`config.mk`:
```
export PLATFORM = sky130hd
export DESIGN_NAME = apple_spawner_flat
export DESIGN_NICKNAME = d
export VERILOG_FILES = /design/src/rtl/apple_spawner_if.sv /design/src/rtl/apple_spawner.sv /design/src/flat_wrapper.sv
export SDC_FILE = /design/constraint.sdc
export NUM_CORES = 1
export LEC_CHECK = 0
export CELL_PAD_IN_SITES_DETAIL_PLACEMENT = 0
export CELL_PAD_IN_SITES_GLOBAL_PLACEMENT = 1
export CORE_MARGIN = 2
export CORE_UTILIZATION = 40
export DETAILED_ROUTE_END_ITERATION = 8
export PLACE_DENSITY = 0.8
export SKIP_CTS_REPAIR_TIMING = 1
export SYNTH_ARGS = -nofsm -noshare
export SYNTH_HDL_FRONTEND = slang
export SYNTH_SLANG_ARGS = --single-unit
export TNS_END_PERCENT = 10
```
`constraint.sdc`:
```
create_clock -name clock -period 2.1 [get_ports clock]
set_input_delay 0.315 -clock clock [delete_from_list [all_inputs] [get_ports clock]]
set_output_delay 0.315 -clock clock [all_outputs]
set_load 0.05 [all_outputs]
```
`src/rtl/apple_spawner_if.sv`:
```
// Occupancy query port between the apple spawner and the snake-body lookup.
// The spawner drives a cell query; the body lookup answers with ack/hit.
interface apple_spawner_if;
    logic       occ_req;
    logic [6:0] occ_x;
    logic [5:0] occ_y;
    logic       occ_ack;
    logic       occ_hit;

    modport master (output occ_req, occ_x, occ_y, input occ_ack, occ_hit);
    modport slave  (input occ_req, occ_x, occ_y, output occ_ack, occ_hit);
endinterface

```
`src/rtl/apple_spawner.sv`:
```
// Apple relocation controller: draws LFSR cells, checks them against the snake
// body through the occupancy port and commits the first free cell on a frame tick.
module apple_spawner #(
    parameter int          X_MIN     = 2,
    parameter int          X_MAX     = 79,
    parameter int          Y_MIN     = 2,
    parameter int          Y_MAX     = 59,
    parameter int          MAX_TRIES = 16,
    parameter logic [15:0] LFSR_SEED = 16'hACE1
) (
    input  logic                   clock,
    input  logic                   reset_n,
    input  logic                   frame_tick,
    input  logic                   got_apple,
    apple_spawner_if.master        occ,
    output logic [9:0]             apple_x,
    output logic [9:0]             apple_y,
    output logic                   apple_valid,
    output logic                   busy,
    output logic                   spawn_done,
    output logic                   spawn_fail
);

    localparam int         TRY_W = $clog2(MAX_TRIES + 1);
    localparam logic [6:0] X_LO  = 7'(X_MIN);
    localparam logic [6:0] X_HI  = 7'(X_MAX);
    localparam logic [5:0] Y_LO  = 6'(Y_MIN);
    localparam logic [5:0] Y_HI  = 6'(Y_MAX);

    typedef enum logic [1:0] {IDLE, DRAW, REQ, COMMIT} state_t;

    function automatic logic [15:0] lfsr_step(input logic [15:0] l);
        return {l[14:0], l[15] ^ l[13] ^ l[12] ^ l[10]};
    endfunction

    // cell * 10 as (cell << 3) + (cell << 1); 79 * 10 = 790 fits in 10 bits
    function automatic logic [9:0] cell_to_px(input logic [6:0] c);
        logic [9:0] w;
        w = {3'b000, c};
        return (w << 3) + (w << 1);
    endfunction

    state_t           state_q, state_d;
    logic [15:0]      lfsr_q, lfsr_d;
    logic [TRY_W-1:0] try_q, try_d, try_inc;
    logic [6:0]       occ_x_q, occ_x_d, cand_x;
    logic [5:0]       occ_y_q, occ_y_d, cand_y;
    logic [9:0]       apple_x_q, apple_x_d, apple_y_q, apple_y_d;
    logic             apple_valid_q, apple_valid_d;
    logic             spawn_done_q, spawn_done_d, spawn_fail_q, spawn_fail_d;
    logic             arm_q, arm_d;
    logic             in_range, bump;

    assign cand_x   = lfsr_q[6:0];
    assign cand_y   = lfsr_q[13:8];
    assign in_range = (cand_x >= X_LO) && (cand_x <= X_HI) &&
                      (cand_y >= Y_LO) && (cand_y <= Y_HI);
    assign try_inc  = try_q + TRY_W'(1);

    always_ff @(posedge clock or negedge reset_n) begin
        if (!reset_n) state_q <= IDLE;
        else          state_q <= state_d;
    end

    always_ff @(posedge clock or negedge reset_n) begin
        if (!reset_n) begin
            lfsr_q        <= LFSR_SEED;
            try_q         <= '0;
            occ_x_q       <= '0;
            occ_y_q       <= '0;
            apple_x_q     <= 10'd400;
            apple_y_q     <= 10'd300;
            apple_valid_q <= 1'b1;
            spawn_done_q  <= 1'b0;
            spawn_fail_q  <= 1'b0;
            arm_q         <= 1'b0;
        end else begin
            lfsr_q        <= lfsr_d;
            try_q         <= try_d;
            occ_x_q       <= occ_x_d;
            occ_y_q       <= occ_y_d;
            apple_x_q     <= apple_x_d;
            apple_y_q     <= apple_y_d;
            apple_valid_q <= apple_valid_d;
            spawn_done_q  <= spawn_done_d;
            spawn_fail_q  <= spawn_fail_d;
            arm_q         <= arm_d;
        end
    end

    // arm_q masks the first edge after reset release so a coincident got_apple is dropped
    always_comb begin
        state_d       = state_q;
        lfsr_d        = lfsr_step(lfsr_q);
        try_d         = try_q;
        occ_x_d       = occ_x_q;
        occ_y_d       = occ_y_q;
        apple_x_d     = apple_x_q;
        apple_y_d     = apple_y_q;
        apple_valid_d = apple_valid_q;
        spawn_done_d  = 1'b0;
        spawn_fail_d  = 1'b0;
        arm_d         = 1'b1;
        bump          = 1'b0;
        case (state_q)
            IDLE: begin
                if (got_apple && arm_q) begin
                    apple_valid_d = 1'b0;
                    try_d         = '0;
                    state_d       = DRAW;
                end
            end
            DRAW: begin
                if (in_range) begin
                    occ_x_d = cand_x;
                    occ_y_d = cand_y;
                    state_d = REQ;
                end else begin
                    bump = 1'b1;
                end
            end
            REQ: begin
                if (occ.occ_ack) begin
                    if (occ.occ_hit) bump = 1'b1;
                    else             state_d = COMMIT;
                end
            end
            COMMIT: begin
                if (frame_tick) begin
                    apple_x_d     = cell_to_px(occ_x_q);
                    apple_y_d     = cell_to_px({1'b0, occ_y_q});
                    apple_valid_d = 1'b1;
                    spawn_done_d  = 1'b1;
                    state_d       = IDLE;
                end
            end
            default: state_d = IDLE;
        endcase
        // Range rejections and body hits share one attempt budget
        if (bump) begin
            try_d = try_inc;
            if (try_inc == TRY_W'(MAX_TRIES)) begin
                spawn_fail_d  = 1'b1;
                apple_valid_d = 1'b1;
                state_d       = IDLE;
            end else begin
                state_d = DRAW;
            end
        end
    end

    always_comb begin
        occ.occ_req = (state_q == REQ);
        busy        = (state_q != IDLE);
    end

    assign occ.occ_x   = occ_x_q;
    assign occ.occ_y   = occ_y_q;
    assign apple_x     = apple_x_q;
    assign apple_y     = apple_y_q;
    assign apple_valid = apple_valid_q;
    assign spawn_done  = spawn_done_q;
    assign spawn_fail  = spawn_fail_q;

endmodule

```
`src/flat_wrapper.sv`:
```
// flat-port wrapper written by rule: the top's interface ports become plain ports
module apple_spawner_flat 
#(
    parameter int          X_MIN     = 2,
    parameter int          X_MAX     = 79,
    parameter int          Y_MIN     = 2,
    parameter int          Y_MAX     = 59,
    parameter int          MAX_TRIES = 16,
    parameter logic [15:0] LFSR_SEED = 16'hACE1
)
  (clock, reset_n, frame_tick, got_apple, apple_x, apple_y, apple_valid, busy, spawn_done, spawn_fail, occ_occ_req, occ_occ_x, occ_occ_y, occ_occ_ack, occ_occ_hit);
  apple_spawner_if occ_i ();
  input  logic clock;
  input  logic reset_n;
  input  logic frame_tick;
  input  logic got_apple;
  output logic [9:0] apple_x;
  output logic [9:0] apple_y;
  output logic apple_valid;
  output logic busy;
  output logic spawn_done;
  output logic spawn_fail;
  output wire logic [$bits(occ_i.occ_req)-1:0] occ_occ_req;
  output wire logic [$bits(occ_i.occ_x)-1:0] occ_occ_x;
  output wire logic [$bits(occ_i.occ_y)-1:0] occ_occ_y;
  input wire logic [$bits(occ_i.occ_ack)-1:0] occ_occ_ack;
  input wire logic [$bits(occ_i.occ_hit)-1:0] occ_occ_hit;
  assign occ_occ_req = occ_i.occ_req;
  assign occ_occ_x = occ_i.occ_x;
  assign occ_occ_y = occ_i.occ_y;
  assign occ_i.occ_ack = occ_occ_ack;
  assign occ_i.occ_hit = occ_occ_hit;
  apple_spawner #(.X_MIN(X_MIN), .X_MAX(X_MAX), .Y_MIN(Y_MIN), .Y_MAX(Y_MAX), .MAX_TRIES(MAX_TRIES), .LFSR_SEED(LFSR_SEED)) u_core (.clock(clock), .reset_n(reset_n), .frame_tick(frame_tick), .got_apple(got_apple), .occ(occ_i), .apple_x(apple_x), .apple_y(apple_y), .apple_valid(apple_valid), .busy(busy), .spawn_done(spawn_done), .spawn_fail(spawn_fail));
endmodule
```
==> results of run 1 <==
[layer usage]
metal	up-vias	global-route usage, %
li1	885	-
met1	816	19.5
met2	42	22.4
met3	7	4.72
met4	0	6.49
met5	-	0
[layout by cell type, fill, tap and decap left out, types with 4 or more instances in the layout]
cell type                         synthesis  final
sky130_fd_sc_hd__a21oi_1                  7      7
sky130_fd_sc_hd__clkbuf_8                 0     10
sky130_fd_sc_hd__o21ai_0                 25     24
sky130_fd_sc_hd__o21ai_1                  6      7
sky130_fd_sc_hd__clkdlybuf4s50_1          0     38
sky130_fd_sc_hd__mux2_2                  13     13
sky130_fd_sc_hd__buf_4                    2      5
sky130_fd_sc_hd__nand2_1                 24     24
sky130_fd_sc_hd__dfstp_2                 16     16
sky130_fd_sc_hd__xor2_1                   8      8
sky130_fd_sc_hd__xnor2_1                  4      4
sky130_fd_sc_hd__ha_1                    15     15
sky130_fd_sc_hd__nand2b_1                 4      4
sky130_fd_sc_hd__nor2b_1                  6      6
sky130_fd_sc_hd__inv_1                   14     14
sky130_fd_sc_hd__nand3_1                  7      7
sky130_fd_sc_hd__dfrtp_1                 42     40
[cell families after synthesis]
group,synth area share (%)
XOR/XNOR,3.92
other,0.280
AO/OA/AOI/OAI,11.4
buffers and inverters,3.55
AND/OR/NAND/NOR,11.5
adder cells (fa/ha/maj),8.50
multiplexers,5.89
flip-flops,54.9
[Yosys cell counts (all sizes together)]
cell / instances
nor4b: 1
o311ai: 1
nand3: 8
or2: 1
nor3: 1
and2: 2
nor4: 1
o31ai: 3
o21ai: 32
a21o: 2
o21a: 1
a31oi: 1
a21oi: 7
nand4: 1
and3: 2
nor2b: 6
nand3b: 2
o22ai: 1
dfrtp: 42
clkbuf: 3
fa: 2
nor2: 4
mux2: 14
nand4b: 1
nand2: 24
xor2: 8
inv: 14
ha: 15
conb: 2
xnor2: 4
a22o: 1
buf: 4
dfstp: 16
nand2b: 4
[flip-flops by register name (all words and copies together), names as in the netlist]
name                cells
u_core.arm_q            1
u_core.apple_valid      1
u_core.spawn_done       1
u_core.apple_y          9
u_core.try_q            5
u_core.state_q          2
u_core.occ.occ_y        6
u_core.apple_x          9
u_core.spawn_fail       1
u_core.lfsr_q          16
u_core.occ.occ_x        7
[power by group through the flow]
stage | clock, W | combinational [W] | sequential (W)
2_1_floorplan | 0 | 0.000547 | 0.00131
4_1_cts | 0.000925 | 0.000757 | 0.00126
5_1_grt | 0.000991 | 0.000820 | 0.00128
3_3_place_gp | 0 | 0.000749 | 0.00128
6_report | 0.000891 | 0.000752 | 0.00126
3_5_place_dp | 0 | 0.000757 | 0.00128
[area by class of cell]
cell class,instances,share of cell area (%)
Inverter,14,1.57
Tap cell,77,2.87
Timing Repair Buffer,45,13.2
Clock inverter,5,0.896
Sequential cell,58,44.0
Clock buffer,11,4.22
Multi-Input combinational cell,153,33.3
[worst max path at each step]
stage,slack (ps),end,start
floorplan,7,u_core.apple_x[9],u_core.occ.occ_x[1]
global placement,170,u_core.apple_x[9],u_core.occ.occ_x[2]
detailed placement,140,u_core.try_q[2],occ_occ_hit
CTS,80,apple_valid,u_core.apple_valid
global route,9,u_core.apple_x[9],u_core.occ.occ_x[2]
finish,90,apple_valid,u_core.apple_valid
[metrics by stage]
step           util (%)  hold slack (ps)  power, W  instance area, um^2
3_5_place_dp       49.4              340   0.00203                 3170
6_report           52.2              103   0.00290                 3350
5_1_grt            52.2              171   0.00309                 3350
2_1_floorplan         -             19.4   0.00185                 2690
4_1_cts            52.1              132   0.00294                 3350
3_3_place_gp       49.4              336   0.00203                 3170
==> results.yml, run 1 <==
run_status:
  run_status: "finished, violations left"
  failed_checks: "DRC"
min_path:
  timing.hold.worst.class: "input pin to asynchronous set/reset pin"
global_route:
  first_global_vias: 1738
  globalRouteTotalUtil_pct: 14.8
  grt_first_pass_wirelength_um: 8340
  antenna_found_initial: 0
  overflow_left_after_global_routing: 0
  largest_net_degree_at_the_start_of_global_routing: 59
floorplan:
  die-height_um: 85.8
  die_area_um2: 7370
  pin_count: 44
  initial_utilization_pct: 41.7
  core-area_um2: 6420
  floorplan.die.width_um: 85.8
  std_cell_rows: 29
worst_setup_path:
  crit-reg2reg-capture: "u_core.try_q[2]"
  ff2ff_path_depth: 6
  critical_path.cell_chain: "clkdlybuf4s50_1"
  worst-endpoint-arrival_ps: 1690
  critical_path_buf_inv_count: 1
  critical_path.endpoint_type: "output pin"
  worst-r2r-setup-slack_ps: 180
  path_depth: 1
  cp_max_fo: 3
  path_class: "register to output pin"
  critPathTopFamily: "buffers and inverters"
  slowest_stage: "sky130_fd_sc_hd__clkdlybuf4s50_1"
  timing.critical_path.required_ps: 1780
  slowest_delay_ps: 820
  critical_path.startpoint_type: "register"
  timing.rr.start: "u_core.lfsr_q[13]"
cells_and_area:
  register_area_um2: 1470
  area_overhead_vs_synth_pct: 25.2
  filler_cell_count: 569
  multi_input_comb_area_um2: 1120
  layout.cells.non_filler: 363
  insertedDiodeCount: 0
  layout.nets: 304
  post_route_cells_drive_above_1_share_pct: 21.3
route:
  met3_length_um: 234
  vias: 1750
  detail_route.first_pass.iterations: 8
  drt.antenna.violating_nets: 0
  via_cell_ratio: 4.82
  highest-signal-layer: "met4"
  routedLengthMet1_um: 2250
  detail_route.iter0.violations: 51
  wire_length_on_met2_um: 2220
  route.final.wire_length_um: 4780
  drcViolationCount: 4
  post_drt_wl_per_cell_um: 13.2
cts:
  tritoncts: "yes"
  htreeDepth: 3
  clock_latency_ps: 330
  cts_num_sinks: 58
  worst_setup_hold_path_clk_slew_ps: 70
  clockRootBuffer: "sky130_fd_sc_hd__clkbuf_8"
  cts_made_buffers: 9
  clock_path_buffers: 2
timing:
  setup_tns_ps: 0
  setup_viol: 0
  final_period_minus_worst_setup_slack_ps: 2010
  fmaxAchievable_ghz: 0.499
  final_setup_skew_ps: 8.31
  tightestPinTransition_ps: 716
  max_slew_margin_pct: 52.2
  grt_setup_unrepaired: "false"
  final-hold-violation-count: 0
  finalMaxSlewViolations: 0
  finalWorstSetupSlack_ps: 94.2
  final.period_utilization_pct: 95.5
yosys:
  syn-instance-count: 231
  synthesized_cell_area_um2: 2680
  synth_top_cell_area_share_pct: 39.2
  synth.yosys.warnings: 0
  synth.largest_area_cell: "sky130_fd_sc_hd__dfrtp_1"
  count_of_unique_library_cells_instantiated_by_yosys: 41
  postSynthRegisterBits: 58
  post_synth_main_area_contributors: "sky130_fd_sc_hd__dfrtp_1, sky130_fd_sc_hd__dfstp_2, sky130_fd_sc_hd__ha_1"
  avgSynthCellArea_um2: 11.6
  synth_sequential_area_ratio_pct: 54.9
pwr:
  p_sw_share_pct: 33.6
  comb_power_share_pct: 25.9
  netSwitchingPower_w: 0.000975
  power.ir.vdd_worst_mv: 0.776
  power_report.internal_total_w: 0.00193
  cellPowerDensity_nw_per_um2: 865
  pwr-share-seq_pct: 43.4
  clkPwrFrac_pct: 30.7
  p_leak_nw: 1.48
placement:
  pre_cts_ws_ps: 136
  dp.cells: 346
  detailed_place_hpwl_um: 3400
  place_congestion: 0.784
  placement.io_buffers: 41
job:
  maxCapViolations: 0
Note: power is estimated with default switching activity, not from simulation.
==> run 2: changes to the inputs <==
--- a/config.mk
+++ b/config.mk
@@ -10,6 +10,7 @@
 export CORE_MARGIN = 2
 export CORE_UTILIZATION = 40
 export DETAILED_ROUTE_END_ITERATION = 8
+export GPL_ROUTABILITY_DRIVEN = 1
 export PLACE_DENSITY = 0.8
 export SKIP_CTS_REPAIR_TIMING = 1
 export SYNTH_ARGS = -nofsm -noshare
==> results of run 2 <==
The final DEF is identical to that of run 1; final timing and power are the same.
